**src/rtl/beat_pkg.sv**
```systemverilog
// ============================================================================
// Module  : beat_pkg
// Brief   : Shared state encoding and width helpers for the beat detector.
// Revision: 1.0
// ============================================================================
`default_nettype none

package beat_pkg;

   typedef enum logic [1:0] {
      WARMUP     = 2'd0,
      ARMED      = 2'd1,
      REFRACTORY = 2'd2
   } bd_state_t;

   function automatic int log2n(input int n);
      int r;
      r = 0;
      while ((1 << r) < n) r++;
      return r;
   endfunction

   function automatic int sum_width(input int w, input int n);
      return w + log2n(n);
   endfunction

endpackage

`default_nettype wire

```
**src/rtl/flux_moving_avg.sv**
```systemverilog
// ============================================================================
// Module  : flux_moving_avg
// Brief   : N-entry circular history of flux samples with a running-sum average.
// Revision: 1.0
// ============================================================================
`default_nettype none

module flux_moving_avg
   import beat_pkg::*;
#(
   parameter int W = 16,
   parameter int N = 64
) (
   input  logic         clk,
   input  logic         reset,
   input  logic         wr_en,
   input  logic [W-1:0] din,
   output logic [W-1:0] avg
);

   localparam int LOG2N = log2n(N);
   localparam int SUM_W = sum_width(W, N);

   logic [W-1:0]     buf_q [N];
   logic [LOG2N-1:0] ptr_q, ptr_d;
   logic [SUM_W-1:0] sum_q, sum_d;

   // avg reflects history before the sample being written this cycle
   always_comb begin
      ptr_d = ptr_q;
      sum_d = sum_q;
      if (wr_en) begin
         sum_d = sum_q + SUM_W'(din) - SUM_W'(buf_q[ptr_q]);
         ptr_d = ptr_q + LOG2N'(1);
      end
      avg = W'(sum_q >> LOG2N);
   end

   always_ff @(posedge clk) begin
      if (reset) begin
         for (int i = 0; i < N; i++) buf_q[i] <= '0;
         ptr_q <= '0;
         sum_q <= '0;
      end else begin
         ptr_q <= ptr_d;
         sum_q <= sum_d;
         if (wr_en) buf_q[ptr_q] <= din;
      end
   end

endmodule

`default_nettype wire

```
**src/rtl/beat_detector.sv**
```systemverilog
// ============================================================================
// Module  : beat_detector
// Brief   : Adaptive-threshold onset detector with refractory suppression.
//           Define BEAT_DETECTOR_PEAK_EN to also require a non-falling sample.
// Revision: 1.0
// ============================================================================
`default_nettype none

module beat_detector
   import beat_pkg::*;
#(
   parameter int W            = 16,
   parameter int N            = 64,
   parameter int REFRACT      = 8,
   parameter int THRESH_SHIFT = 2,
   parameter int MIN_FLUX     = 16
) (
   input  logic         clk,
   input  logic         reset,
   input  logic         flux_valid,
   input  logic [W-1:0] flux_in,
   output logic         flux_valid_out,
   output logic [W-1:0] flux_out,
   output logic         beat_valid,
   output logic [W-1:0] threshold_out,
   output logic [1:0]   state_out
);

   localparam int LOG2N = log2n(N);
   localparam int RW    = $clog2(REFRACT + 1);
   localparam int TW    = W + 2;

   logic [W-1:0]     avg;
   logic [TW-1:0]    thr_wide;
   logic [W-1:0]     thr;
   logic             peak_ok;
   logic             beat;

   bd_state_t        state_q, state_d;
   logic [LOG2N-1:0] fill_q, fill_d;
   logic [RW-1:0]    refr_q, refr_d;
   logic             fv_q, fv_d;
   logic [W-1:0]     flux_q, flux_d;
   logic             beat_q, beat_d;
   logic [W-1:0]     thr_q, thr_d;

   flux_moving_avg #(
      .W (W),
      .N (N)
   ) u_avg (
      .clk   (clk),
      .reset (reset),
      .wr_en (flux_valid),
      .din   (flux_in),
      .avg   (avg)
   );

   always_comb begin
      thr_wide = TW'(avg) + TW'(avg >> THRESH_SHIFT) + TW'(MIN_FLUX);
      thr      = (|thr_wide[TW-1:W]) ? {W{1'b1}} : thr_wide[W-1:0];
   end

`ifdef BEAT_DETECTOR_PEAK_EN
   logic [W-1:0] prev_q, prev_d;

   always_comb begin
      prev_d  = flux_valid ? flux_in : prev_q;
      peak_ok = (flux_in >= prev_q);
   end

   always_ff @(posedge clk) begin
      if (reset) prev_q <= '0;
      else       prev_q <= prev_d;
   end
`else
   assign peak_ok = 1'b1;
`endif

   always_comb begin
      state_d = state_q;
      fill_d  = fill_q;
      refr_d  = refr_q;
      beat    = 1'b0;
      case (state_q)
         WARMUP: begin
            if (flux_valid) begin
               if (fill_q == LOG2N'(N - 1)) begin
                  state_d = ARMED;
                  fill_d  = '0;
               end else begin
                  fill_d = fill_q + LOG2N'(1);
               end
            end
         end
         ARMED: begin
            if (flux_valid && (flux_in > thr) && peak_ok) begin
               beat    = 1'b1;
               refr_d  = RW'(REFRACT);
               state_d = REFRACTORY;
            end
         end
         REFRACTORY: begin
            // the sample that drains the counter re-arms but cannot itself fire
            if (flux_valid) begin
               refr_d = refr_q - RW'(1);
               if (refr_q == RW'(1)) state_d = ARMED;
            end
         end
         default: begin
            state_d = WARMUP;
            fill_d  = '0;
            refr_d  = '0;
         end
      endcase

      fv_d   = flux_valid;
      beat_d = beat;
      flux_d = flux_valid ? flux_in : flux_q;
      thr_d  = flux_valid ? thr : thr_q;
   end

   always_ff @(posedge clk) begin
      if (reset) begin
         state_q <= WARMUP;
         fill_q  <= '0;
         refr_q  <= '0;
         fv_q    <= 1'b0;
         flux_q  <= '0;
         beat_q  <= 1'b0;
         thr_q   <= '0;
      end else begin
         state_q <= state_d;
         fill_q  <= fill_d;
         refr_q  <= refr_d;
         fv_q    <= fv_d;
         flux_q  <= flux_d;
         beat_q  <= beat_d;
         thr_q   <= thr_d;
      end
   end

   assign flux_valid_out = fv_q;
   assign flux_out       = flux_q;
   assign beat_valid     = beat_q;
   assign threshold_out  = thr_q;
   assign state_out      = state_q;

endmodule

`default_nettype wire

```
**config.mk**
```make
export PLATFORM = sky130hd
export DESIGN_NAME = beat_detector
export DESIGN_NICKNAME = d
export VERILOG_FILES = /design/src/rtl/beat_pkg.sv /design/src/rtl/flux_moving_avg.sv /design/src/rtl/beat_detector.sv
export SDC_FILE = /design/constraint.sdc
export NUM_CORES = 2
export LEC_CHECK = 0
export CAP_MARGIN = 40
export CELL_PAD_IN_SITES_DETAIL_PLACEMENT = 0
export CELL_PAD_IN_SITES_GLOBAL_PLACEMENT = 1
export CORE_ASPECT_RATIO = 0.6
export CORE_MARGIN = 4
export CORE_UTILIZATION = 40
export CTS_CLUSTER_SIZE = 40
export DETAILED_ROUTE_END_ITERATION = 10
export PLACE_DENSITY = 0.72
export SYNTH_ARGS = -nofsm -noshare
export SYNTH_HDL_FRONTEND = slang
export SYNTH_HIERARCHICAL = 1
export SYNTH_SLANG_ARGS = --single-unit
```
**constraint.sdc**
```tcl
create_clock -name clk -period 5.7 [get_ports clk]
set_clock_uncertainty 0.15 [all_clocks]
set_input_delay 1.14 -clock clk [delete_from_list [all_inputs] [get_ports clk]]
set_output_delay 1.14 -clock clk [all_outputs]
set_load 0.02 [all_outputs]
```
==> run_results.csv <==
group,metric,value,unit
power_and_ir_drop,power_density,351,nW/um^2
synthesis,ys_types,74,
synthesis,ys_seq_elements,1104,
clocking,clock-sinks,1104,
synthesis,async_reset_ff_share,0,%
global_routing,grt_antenna_before_repair,8,
floorplan,coreArea,129000,sq um
timing,finalWorstSetupSlack,0.308,ns
synthesis,syn_nets,3837,
drt,remaining_drc_errors,0,
timing,period_needed,5.39,ns
synthesis,ys_top_cells_by_area,"edfxtp_1, mux4_2, nor3_1",
layout,multi_input_area,17600,sq um
global_routing,use_met3,7.70,%
placement,dpl.hpwl,98600,um
power_and_ir_drop,netSwitchingFraction,28.8,%
global_routing,grt_util_met2,30.4,%
layout,regArea,32400,sq um
synthesis,synth_top_cell_by_area,"edfxtp_1",
synthesis,synth-edff-count,1024,
power_and_ir_drop,net-switching-power,5.86,mW
setup_path,cp-start-kind,"flop",
floorplan,die_area,136000,sq um
timing,hold_viol,0,
placement,gp_congestion,0.878,
layout,finish.utilization,44.8,%
clocking,cts_root_buf,"clkbuf_16",
global_routing,grt_max_degree,81,
synthesis,syn_avg_cell_area,14.0,sq um
setup_path,end_kind,"flop",
floorplan,start_util,40.3,%
synthesis,synth_cells,3727,
floorplan,die_h,288,um
layout,fill_cells,11500,
drt,vias,33600,
global_routing,busiest_layer,"met1",
setup_path,worstSetupPathType,"flop to flop",
global_routing,globalRouteOverflowTotal,0,
timing,setup_tns,0,ns
setup_path,cp_max_fo,23,
placement,preCtsSetupSlack,0.193,ns
synthesis,synth_top_cell_area_share,59.0,%
run,max-cap-violations,0,
layout,nets,3678,
floorplan,rows,102,
floorplan,io_pins,55,
power_and_ir_drop,seqPwrFrac,46.4,%
global_routing,grt_pass1_vias,31600,
clocking,cts-hold-fix-buffers,0,
setup_path,worstPathArrival,5.86,ns
timing,rsz0062_at_grt,"no",
synthesis,ys_warn_count,6,
timing,clock.fmax,185,MHz
placement,port_buffers,54,
floorplan,fp.dieW,474,um
power_and_ir_drop,comb_power_share,19.8,%
synthesis,netlist_area,52100,sq um
clocking,cts_tree,"built",
synthesis,synthFlopType,"edfxtp_1",
clocking,postCtsSetupBuffers,0,
layout,design_area,57900,sq um
drt,first_pass_iters,6,
global_routing,track_usage,23.0,%
layout,drive_gt1_share,20.1,%
synthesis,seq_area_frac_synth,62.1,%
timing,final.period_utilization,94.6,%
clocking,clk_pin_slew_worst_paths,0.07,ns
power_and_ir_drop,max-vdd-ir-drop,0.232,mV
clocking,cts_htree_levels,3,
layout,syn2layout_area_growth,11.1,%
global_routing,grt_pass1_wl,231000,um
power_and_ir_drop,p_leak,18.3,nW
clocking,insertion_delay,0.73,ns
power_and_ir_drop,clkPwrFrac,33.8,%
worst_hold_path,min-delay-path-class,"flop to flop",
run_status,status,"finished, final reports clean",
drt,via_per_inst,6.25,
clocking,cts_resized,0,
timing,setup_viol,0,
power_and_ir_drop,intPower,14.5,mW
drt,drtAntennaViolNets,0,
drt,wirelength,158000,um
global_routing,grt_use_met1,36.3,%
drt,drt_iter0_markers,5044,
setup_path,required,6.17,ns
clocking,clock_path_buffers,3,
timing,relSlewSlack,36.9,%
drt,wl_per_cell,29.4,um
clocking,cts_made_buffers,100,
timing,tightest_slew,0.947,ns
placement,placed_area,54600,sq um
timing,drv_slew,0,
power groups by stage:
stage          registers [mW]  clock network (mW)  logic [mW]
2_1_floorplan            9.53                   0        2.67
3_3_place_gp             9.59                   0        3.87
3_5_place_dp             9.60                   0        3.89
4_1_cts                  9.42                6.96        3.92
5_1_grt                  9.46                7.30        4.32
6_report                 9.43                6.86        4.02
cells in the final DEF (no fill, tap or decap), types with 8 or more instances in the layout:
cell type / synthesis / final
edfxtp_1: 1024 / 1024
nor3_1: 991 / 991
mux4_2: 320 / 320
nor2_1: 145 / 145
buf_4: 18 / 117
clkbuf_16: 0 / 101
dfxtp_1: 80 / 75
ha_1: 74 / 74
inv_1: 87 / 72
a21oi_1: 55 / 55
or2_2: 53 / 52
and2_1: 52 / 52
clkdlybuf4s50_1: 0 / 51
nand2_1: 56 / 49
mux2i_1: 42 / 42
buf_12: 0 / 28
nor2b_1: 27 / 27
a211oi_1: 26 / 25
clkinv_2: 0 / 22
a21o_1: 19 / 19
o21ai_0: 20 / 19
clkbuf_1: 371 / 18
xor2_1: 17 / 17
fa_1: 17 / 17
clkinv_1: 1 / 17
inv_2: 0 / 15
xnor2_1: 13 / 13
nand4_1: 11 / 11
nand2b_1: 10 / 10
and3_1: 8 / 8
bufinv_16: 0 / 8
o21bai_2: 0 / 8
sequential cells by signal, indices dropped and copies added, names as in the netlist, named ones only:
name / flops
fill_q: 6
u_avg/sum_q: 22
beat_valid: 1
u_avg/ptr_q: 6
flux_valid_out: 1
state_out: 2
u_avg/buf_q: 1024
refr_q: 4
flux_out: 16
threshold_out: 16
through the flow:
step           total power, mW  cells  hold WS, ns
3_5_place_dp              13.5   5182        0.329
5_1_grt                   21.1   5369        0.358
3_3_place_gp              13.5   5166        0.316
6_report                  20.3   5370        0.333
4_1_cts                   20.3   5369        0.338
2_1_floorplan             12.2   3727        0.306
synthesized netlist by cell type, types with 37 or more instances:
cell type,n
mux4_2,320
nand2_1,56
buf_1,37
nor2_1,145
edfxtp_1,1024
dfxtp_1,80
nor3_1,991
clkbuf_1,371
or2_2,53
a21oi_1,55
and2_1,52
inv_1,87
mux2i_1,42
ha_1,74
critical path, stage by stage, from the launching register on:
cell and delay, ns:
dfxtp_4 0.42, buf_12 0.25, buf_12 0.26, mux4_2 0.52
mux4_2 0.58, mux2i_1 0.22, a21oi_1 0.16, fa_1 0.54
inv_1 0.05, ha_1 0.35, and3_1 0.27, and2_1 0.23
and3_1 0.20, a221oi_1 0.27, o31a_1 0.20, mux2i_1 0.22
mux2_2 0.35
cell families after synthesis:
group | after synthesis | share of synthesized area, %
simple gates | 1388 | 13.4
flops | 1104 | 62.1
buf+inv | 554 | 4.33
mux | 364 | 14.7
compound gates | 196 | 2.58
fa+ha+maj | 91 | 2.43
xor+xnor | 30 | 0.504
final timing paths:
path	startpoint	endpoint	slack [ns]	depth (start not counted)
hold reg to reg	threshold_out[1]	threshold_out[1]	0.33	2
setup / recovery	flop	u_avg/sum_q[21]	0.31	16
setup reg to reg	flop	u_avg/sum_q[21]	0.31	16
hold / removal	threshold_out[1]	threshold_out[1]	0.33	2
layer usage:
layer / wire, um / vias to the layer above / share of wire, %
met5: 16 / - / 0.010
met2: 64000 / 1915 / 41
met1: 69900 / 17400 / 44
met3: 21200 / 193 / 13
met4: 2740 / 2 / 1.7
li1: - / 14000 / -
cell type report:
type,instances,share of cell area [%]
multi-input combinational,2069,30.5
antenna,1,0.00433
timing repair buffer,205,3.70
inverter,88,0.571
tap,1716,3.71
sequential,1104,55.9
clock buffer,119,4.49
clock inverter,68,1.11
No activity file was read; power rests on OpenSTA's default activity.
